### src/rtl/id_ex_stage.sv
// id_ex_stage: ID/EX pipeline register of the 5-stage MIPS pipeline.
// Captures the ID operands, specifiers, immediate and control word, folds a
// same-cycle writeback into the captured operands, detects load-use hazards
// (one bubble), and honours branch flush (highest priority) and EX hold.
// Optional build macro ID_EX_PERF_EN adds perf_bubbles / perf_flushes counters.
module id_ex_stage #(
    parameter int CTRL_W       = 8,
    parameter int REGWRITE_BIT = 0,
    parameter int MEMREAD_BIT  = 1
) (
    input  logic              clk,
    input  logic              rst,
    input  logic              id_valid,
    input  logic [31:0]       id_pc,
    input  logic [4:0]        id_rs,
    input  logic [4:0]        id_rt,
    input  logic [4:0]        id_rd,
    input  logic [31:0]       id_rd1,
    input  logic [31:0]       id_rd2,
    input  logic [31:0]       id_imm,
    input  logic [CTRL_W-1:0] id_ctrl,
    input  logic              wb_regwrite,
    input  logic [4:0]        wb_a3,
    input  logic [31:0]       wb_wd,
    input  logic              ex_flush,
    input  logic              ex_hold,
    output logic              stall,
    output logic              ex_valid,
    output logic [31:0]       ex_pc,
    output logic [31:0]       ex_rd1,
    output logic [31:0]       ex_rd2,
    output logic [31:0]       ex_imm,
    output logic [4:0]        ex_rs,
    output logic [4:0]        ex_rt,
    output logic [4:0]        ex_rd,
    output logic [CTRL_W-1:0] ex_ctrl
`ifdef ID_EX_PERF_EN
    ,
    output logic [31:0]       perf_bubbles,
    output logic [31:0]       perf_flushes
`endif
);

    // Control-word bit indices must be distinct and inside the word.
    if (REGWRITE_BIT == MEMREAD_BIT || REGWRITE_BIT >= CTRL_W || MEMREAD_BIT >= CTRL_W) begin : g_bad_cfg
        $error("id_ex_stage: invalid control bit indices");
    end

    logic              lu_s;
    logic              byp1_s;
    logic              byp2_s;
    logic [31:0]       op1_s;
    logic [31:0]       op2_s;
    logic              nxt_valid_s;
    logic [31:0]       nxt_pc_s;
    logic [31:0]       nxt_rd1_s;
    logic [31:0]       nxt_rd2_s;
    logic [31:0]       nxt_imm_s;
    logic [4:0]        nxt_rs_s;
    logic [4:0]        nxt_rt_s;
    logic [4:0]        nxt_rd_s;
    logic [CTRL_W-1:0] nxt_ctrl_s;

    // Load-use hazard and stall request; register 0 never creates a hazard.
    always_comb begin
        lu_s  = ex_valid & ex_ctrl[MEMREAD_BIT] & id_valid & (ex_rt != 5'd0) &
                ((ex_rt == id_rs) | (ex_rt == id_rt));
        stall = (lu_s | ex_hold) & ~ex_flush;
    end

    // Writeback bypass: regfile returns the pre-write value in the write cycle.
    always_comb begin
        byp1_s = wb_regwrite & (wb_a3 != 5'd0) & (wb_a3 == id_rs);
        byp2_s = wb_regwrite & (wb_a3 != 5'd0) & (wb_a3 == id_rt);
        if (byp1_s) begin
            op1_s = wb_wd;
        end else begin
            op1_s = id_rd1;
        end
        if (byp2_s) begin
            op2_s = wb_wd;
        end else begin
            op2_s = id_rd2;
        end
    end

    // Next EX contents by priority: flush bubble, hold, load-use bubble, load.
    always_comb begin
        nxt_valid_s = ex_valid;
        nxt_pc_s    = ex_pc;
        nxt_rd1_s   = ex_rd1;
        nxt_rd2_s   = ex_rd2;
        nxt_imm_s   = ex_imm;
        nxt_rs_s    = ex_rs;
        nxt_rt_s    = ex_rt;
        nxt_rd_s    = ex_rd;
        nxt_ctrl_s  = ex_ctrl;
        if (ex_flush || (!ex_hold && lu_s)) begin
            nxt_valid_s = 1'b0;
            nxt_pc_s    = 32'd0;
            nxt_rd1_s   = 32'd0;
            nxt_rd2_s   = 32'd0;
            nxt_imm_s   = 32'd0;
            nxt_rs_s    = 5'd0;
            nxt_rt_s    = 5'd0;
            nxt_rd_s    = 5'd0;
            nxt_ctrl_s  = {CTRL_W{1'b0}};
        end else if (ex_hold) begin
            nxt_valid_s = ex_valid;
        end else begin
            nxt_valid_s = id_valid;
            nxt_pc_s    = id_pc;
            nxt_rd1_s   = op1_s;
            nxt_rd2_s   = op2_s;
            nxt_imm_s   = id_imm;
            nxt_rs_s    = id_rs;
            nxt_rt_s    = id_rt;
            nxt_rd_s    = id_rd;
            // An invalid slot never carries live control bits.
            if (id_valid) begin
                nxt_ctrl_s = id_ctrl;
            end else begin
                nxt_ctrl_s = {CTRL_W{1'b0}};
            end
        end
    end

    // ID/EX pipeline register; reset clears EX immediately, without a clock.
    always_ff @(posedge clk or negedge rst) begin
        if (!rst) begin
            ex_valid <= 1'b0;
            ex_pc    <= 32'd0;
            ex_rd1   <= 32'd0;
            ex_rd2   <= 32'd0;
            ex_imm   <= 32'd0;
            ex_rs    <= 5'd0;
            ex_rt    <= 5'd0;
            ex_rd    <= 5'd0;
            ex_ctrl  <= {CTRL_W{1'b0}};
        end else begin
            ex_valid <= nxt_valid_s;
            ex_pc    <= nxt_pc_s;
            ex_rd1   <= nxt_rd1_s;
            ex_rd2   <= nxt_rd2_s;
            ex_imm   <= nxt_imm_s;
            ex_rs    <= nxt_rs_s;
            ex_rt    <= nxt_rt_s;
            ex_rd    <= nxt_rd_s;
            ex_ctrl  <= nxt_ctrl_s;
        end
    end

`ifdef ID_EX_PERF_EN
    // Event counters: load-use bubbles actually loaded, and flush edges.
    always_ff @(posedge clk or negedge rst) begin
        if (!rst) begin
            perf_bubbles <= 32'd0;
            perf_flushes <= 32'd0;
        end else begin
            if (ex_flush) begin
                perf_flushes <= perf_flushes + 32'd1;
            end else begin
                perf_flushes <= perf_flushes;
            end
            if (!ex_flush && !ex_hold && lu_s) begin
                perf_bubbles <= perf_bubbles + 32'd1;
            end else begin
                perf_bubbles <= perf_bubbles;
            end
        end
    end
`endif

endmodule

### config.mk
export PLATFORM = sky130hd
export DESIGN_NAME = id_ex_stage
export DESIGN_NICKNAME = d
export VERILOG_FILES = /design/src/rtl/id_ex_stage.sv
export SDC_FILE = /design/constraint.sdc
export NUM_CORES = 1
export LEC_CHECK = 0
export ABC_CLOCK_PERIOD_IN_PS = 4050
export CAP_MARGIN = 20
export CORE_AREA = 2 2 134 136
export CTS_CLUSTER_DIAMETER = 150
export CTS_CLUSTER_SIZE = 14
export DETAILED_ROUTE_END_ITERATION = 6
export DIE_AREA = 0 0 136 138
export GPL_TIMING_DRIVEN = 0
export PLACE_DENSITY = 0.81
export SYNTH_ARGS = -nofsm -noshare
export SYNTH_HDL_FRONTEND = slang
export SYNTH_SLANG_ARGS = --single-unit
### constraint.sdc
create_clock -name clk -period 4.05 [get_ports clk]
set_input_delay 0.405 -clock clk [delete_from_list [all_inputs] [get_ports clk]]
set_output_delay 0.405 -clock clk [all_outputs]
set_load 0.01 [all_outputs]
==> impl_metrics.csv <==
group,metric,value,unit
status,status,"finished with violations",
status,violations,"hold timing",
place,numPortBuffers,344,
power,ir_drop,0.261,mV
clock_network,cts_setup_buffers,0,
worst_setup_path,end_kind,"output pin",
timing,min_period,3.30,ns
global_routing,grt_use_total,27.0,%
detailed_routing,vias,6968,
finish,fin_nets,1271,
floorplan,die-area,18800,um2
timing,hold_viol_final,10,
timing,min_period_over_period,81.4,%
timing,hold-worst-slack,-0.0183,ns
floorplan,die_w,136,um
synthesis,netlist_instances,713,
finish,design_area,11400,um2
timing,slew_headroom,42.5,%
synthesis,seq_area_frac_synth,54.0,%
run,cap_violations,0,
global_routing,grt_pass1_wl,39100,um
global_routing,grt_pass1_vias,7151,
global_routing,grt_max_degree,85,
clock_network,clk_latency,0.42,ns
worst_setup_path,worstPathRequired,3.64,ns
floorplan,start_util,40.2,%
synthesis,synth_fp_nets,907,
floorplan,die_y,138,um
power,powerDensity,348,nW/um2
timing,fin_skew,0.00651,ns
global_routing,grt_overflow,0,
worst_setup_path,crit_path_max_fanout,10,
place,hpwlAfterDp,19000,um
finish,area_growth,61.7,%
clock_network,tritoncts,"done",
clock_network,numCtsBuffers,17,
clock_network,cts_buffer_depth,2,
finish,layout-drive-gt1-share,5.06,%
timing,clock.fmax,303,MHz
clock_network,cts_sinks,152,
worst_setup_path,startpoint_type,"input port",
power,leakagePower,4.37,nW
detailed_routing,first_pass_iters,5,
floorplan,rows,49,
finish,final_core_util,64.9,%
synthesis,ys.warnings.count,0,
finish,layout_common_cells,"clkdlybuf4s50_1, nand2_1, dfrtp_1",
timing,tightestPinTransition,0.856,ns
clock_network,postCtsResizedCells,0,
timing,slew_violations,0,
synthesis,ys_seq_elements,152,
finish,mostFrequentLayoutCell,"clkdlybuf4s50_1",
timing,grt_setup_unrepaired,"false",
synthesis,synth_cell_type_count,24,
timing,setup_viol,0,
detailed_routing,drt-wirelength-per-cell,19.3,um
detailed_routing,routed_wl,25500,um
clock_network,htreeDepth,4,
synthesis,syn_avg_cell_area,9.88,um2
synthesis,netlist_area,7040,um2
place,gp_congestion,0.891,
floorplan,design.core.area,17500,um2
floorplan,ios,347,
worst_setup_path,cp_data_arrival_time,2.89,ns
clock_network,cts.clk_slew.worst_paths,0.06,ns
clock_network,ctsHoldBuffers,0,
min_path,hold_path_class,"in -> async",
clock_network,cts-root-buf,"clkbuf_16",
detailed_routing,drc_errors,0,
place,placed_area,10800,um2
detailed_routing,dr.first_iter.drc_count,480,
worst_setup_path,critPathKind,"in -> out",
detailed_routing,viasPerCell,5.29,
detailed_routing,final_antenna_net_count,0,
global_routing,antenna_found_initial,1,
## path summary, 6_finish.rpt
check	startpoint	endpoint	slack [ns]	cells past startpoint
worst min-delay path	rst	ex_rd1[12]	-0.02	1
worst max-delay path	id_rt[0]	stall	0.75	8
min in group clk	ex_rd1[7]	ex_rd1[7]	0.49	2
worst min register to register	ex_rd1[7]	ex_rd1[7]	0.49	2
worst max register to register	ex_rt[2]	ex_rd1[16]	1.64	6
max in group asynchronous	rst	ex_imm[28]	3.21	2
## cell type report
class | count | area [um2]
Fill cell | 1439 | 6150
Sequential cell | 152 | 3800
Timing Repair Buffer | 345 | 3470
Multi-Input combinational cell | 495 | 2960
Clock buffer | 18 | 429
Tap cell | 229 | 287
Buffer | 65 | 270
Clock inverter | 12 | 151
Inverter | 1 | 3.75
Antenna cell | 1 | 2.50
## cells in the mapped netlist
cell type / n / share of area (%)
a21oi_1: 88 / 6.3
a22oi_2: 1 / 0.18
buf_2: 15 / 1.1
buf_4: 2 / 0.21
clkbuf_1: 48 / 2.6
dfrtp_1: 152 / 54
inv_2: 1 / 0.053
mux2i_1: 64 / 9.1
nand2_1: 152 / 8.1
nand4_1: 2 / 0.18
nor2_1: 5 / 0.27
nor2b_1: 2 / 0.18
nor3_1: 2 / 0.14
nor4_2: 1 / 0.18
nor4_4: 1 / 0.30
o2111ai_4: 1 / 0.37
o211ai_1: 87 / 9.3
o21ai_0: 5 / 0.36
o21ai_1: 61 / 4.3
o21ai_2: 1 / 0.12
or4_1: 1 / 0.11
or4_4: 1 / 0.16
xnor2_1: 6 / 0.75
xor2_1: 14 / 1.7
## cell families (layout without fill, tap and decap cells)
| logic type | after synthesis | after routing | share of synthesized area [%] |
|---|---|---|---|
| AOI/OAI and AO/OA | 244 | 244 | 20.9 |
| xor gates and xnor gates | 20 | 20 | 2.49 |
| buffers and inverters | 66 | 441 | 3.89 |
| DFF | 152 | 152 | 54.0 |
| muxes | 64 | 64 | 9.10 |
| other | 0 | 1 | 0 |
| and+or+nand+nor | 167 | 167 | 9.61 |
## critical path: stages
cell and delay, ns:
clkdlybuf4s50_1 0.56, xor2_1 0.18, nor3_1 0.08, a22oi_2 0.59, buf_2 0.33, o21ai_0 0.10
nor2b_1 0.15, clkdlybuf4s50_1 0.49
## where the power goes
part           internal, mW  switching [mW]  leakage [nW]
Sequential             1.60          0.0522          2.03
Combinational         0.394           0.325          2.06
Clock                 0.962           0.628         0.282
Total                  2.96            1.01          4.37
## registers in the layout (all words and copies together) (netlist names)
register / flops
ex_rt: 5
ex_valid: 1
ex_rd2: 32
ex_rs: 5
ex_rd: 5
ex_rd1: 32
ex_ctrl: 8
ex_pc: 32
ex_imm: 32
## metrics by stage
step           worst slack, ns  setup TNS, ns  std cells  total power [mW]  hold WS, ns
5_1_grt                  0.571              0       1318              4.11       0.0228
4_1_cts                  0.743              0       1317              3.99      0.00910
3_5_place_dp             0.759              0       1287              2.40        0.459
2_1_floorplan             1.95              0        713              1.91        0.109
6_report                 0.752              0       1318              3.96      -0.0183
3_3_place_gp             -3.69        -558.64       1286              2.38        0.462
## metal layers
metal | part of all wire (%) | track usage, % | up-vias
met5 | 0 | 0 | -
met4 | 4.8 | 14.0 | 0
met3 | 6.2 | 5.68 | 77
met2 | 47 | 42.7 | 271
met1 | 42 | 34.9 | 3354
li1 | - | - | 3266
Power figures use the tool's default switching activity.
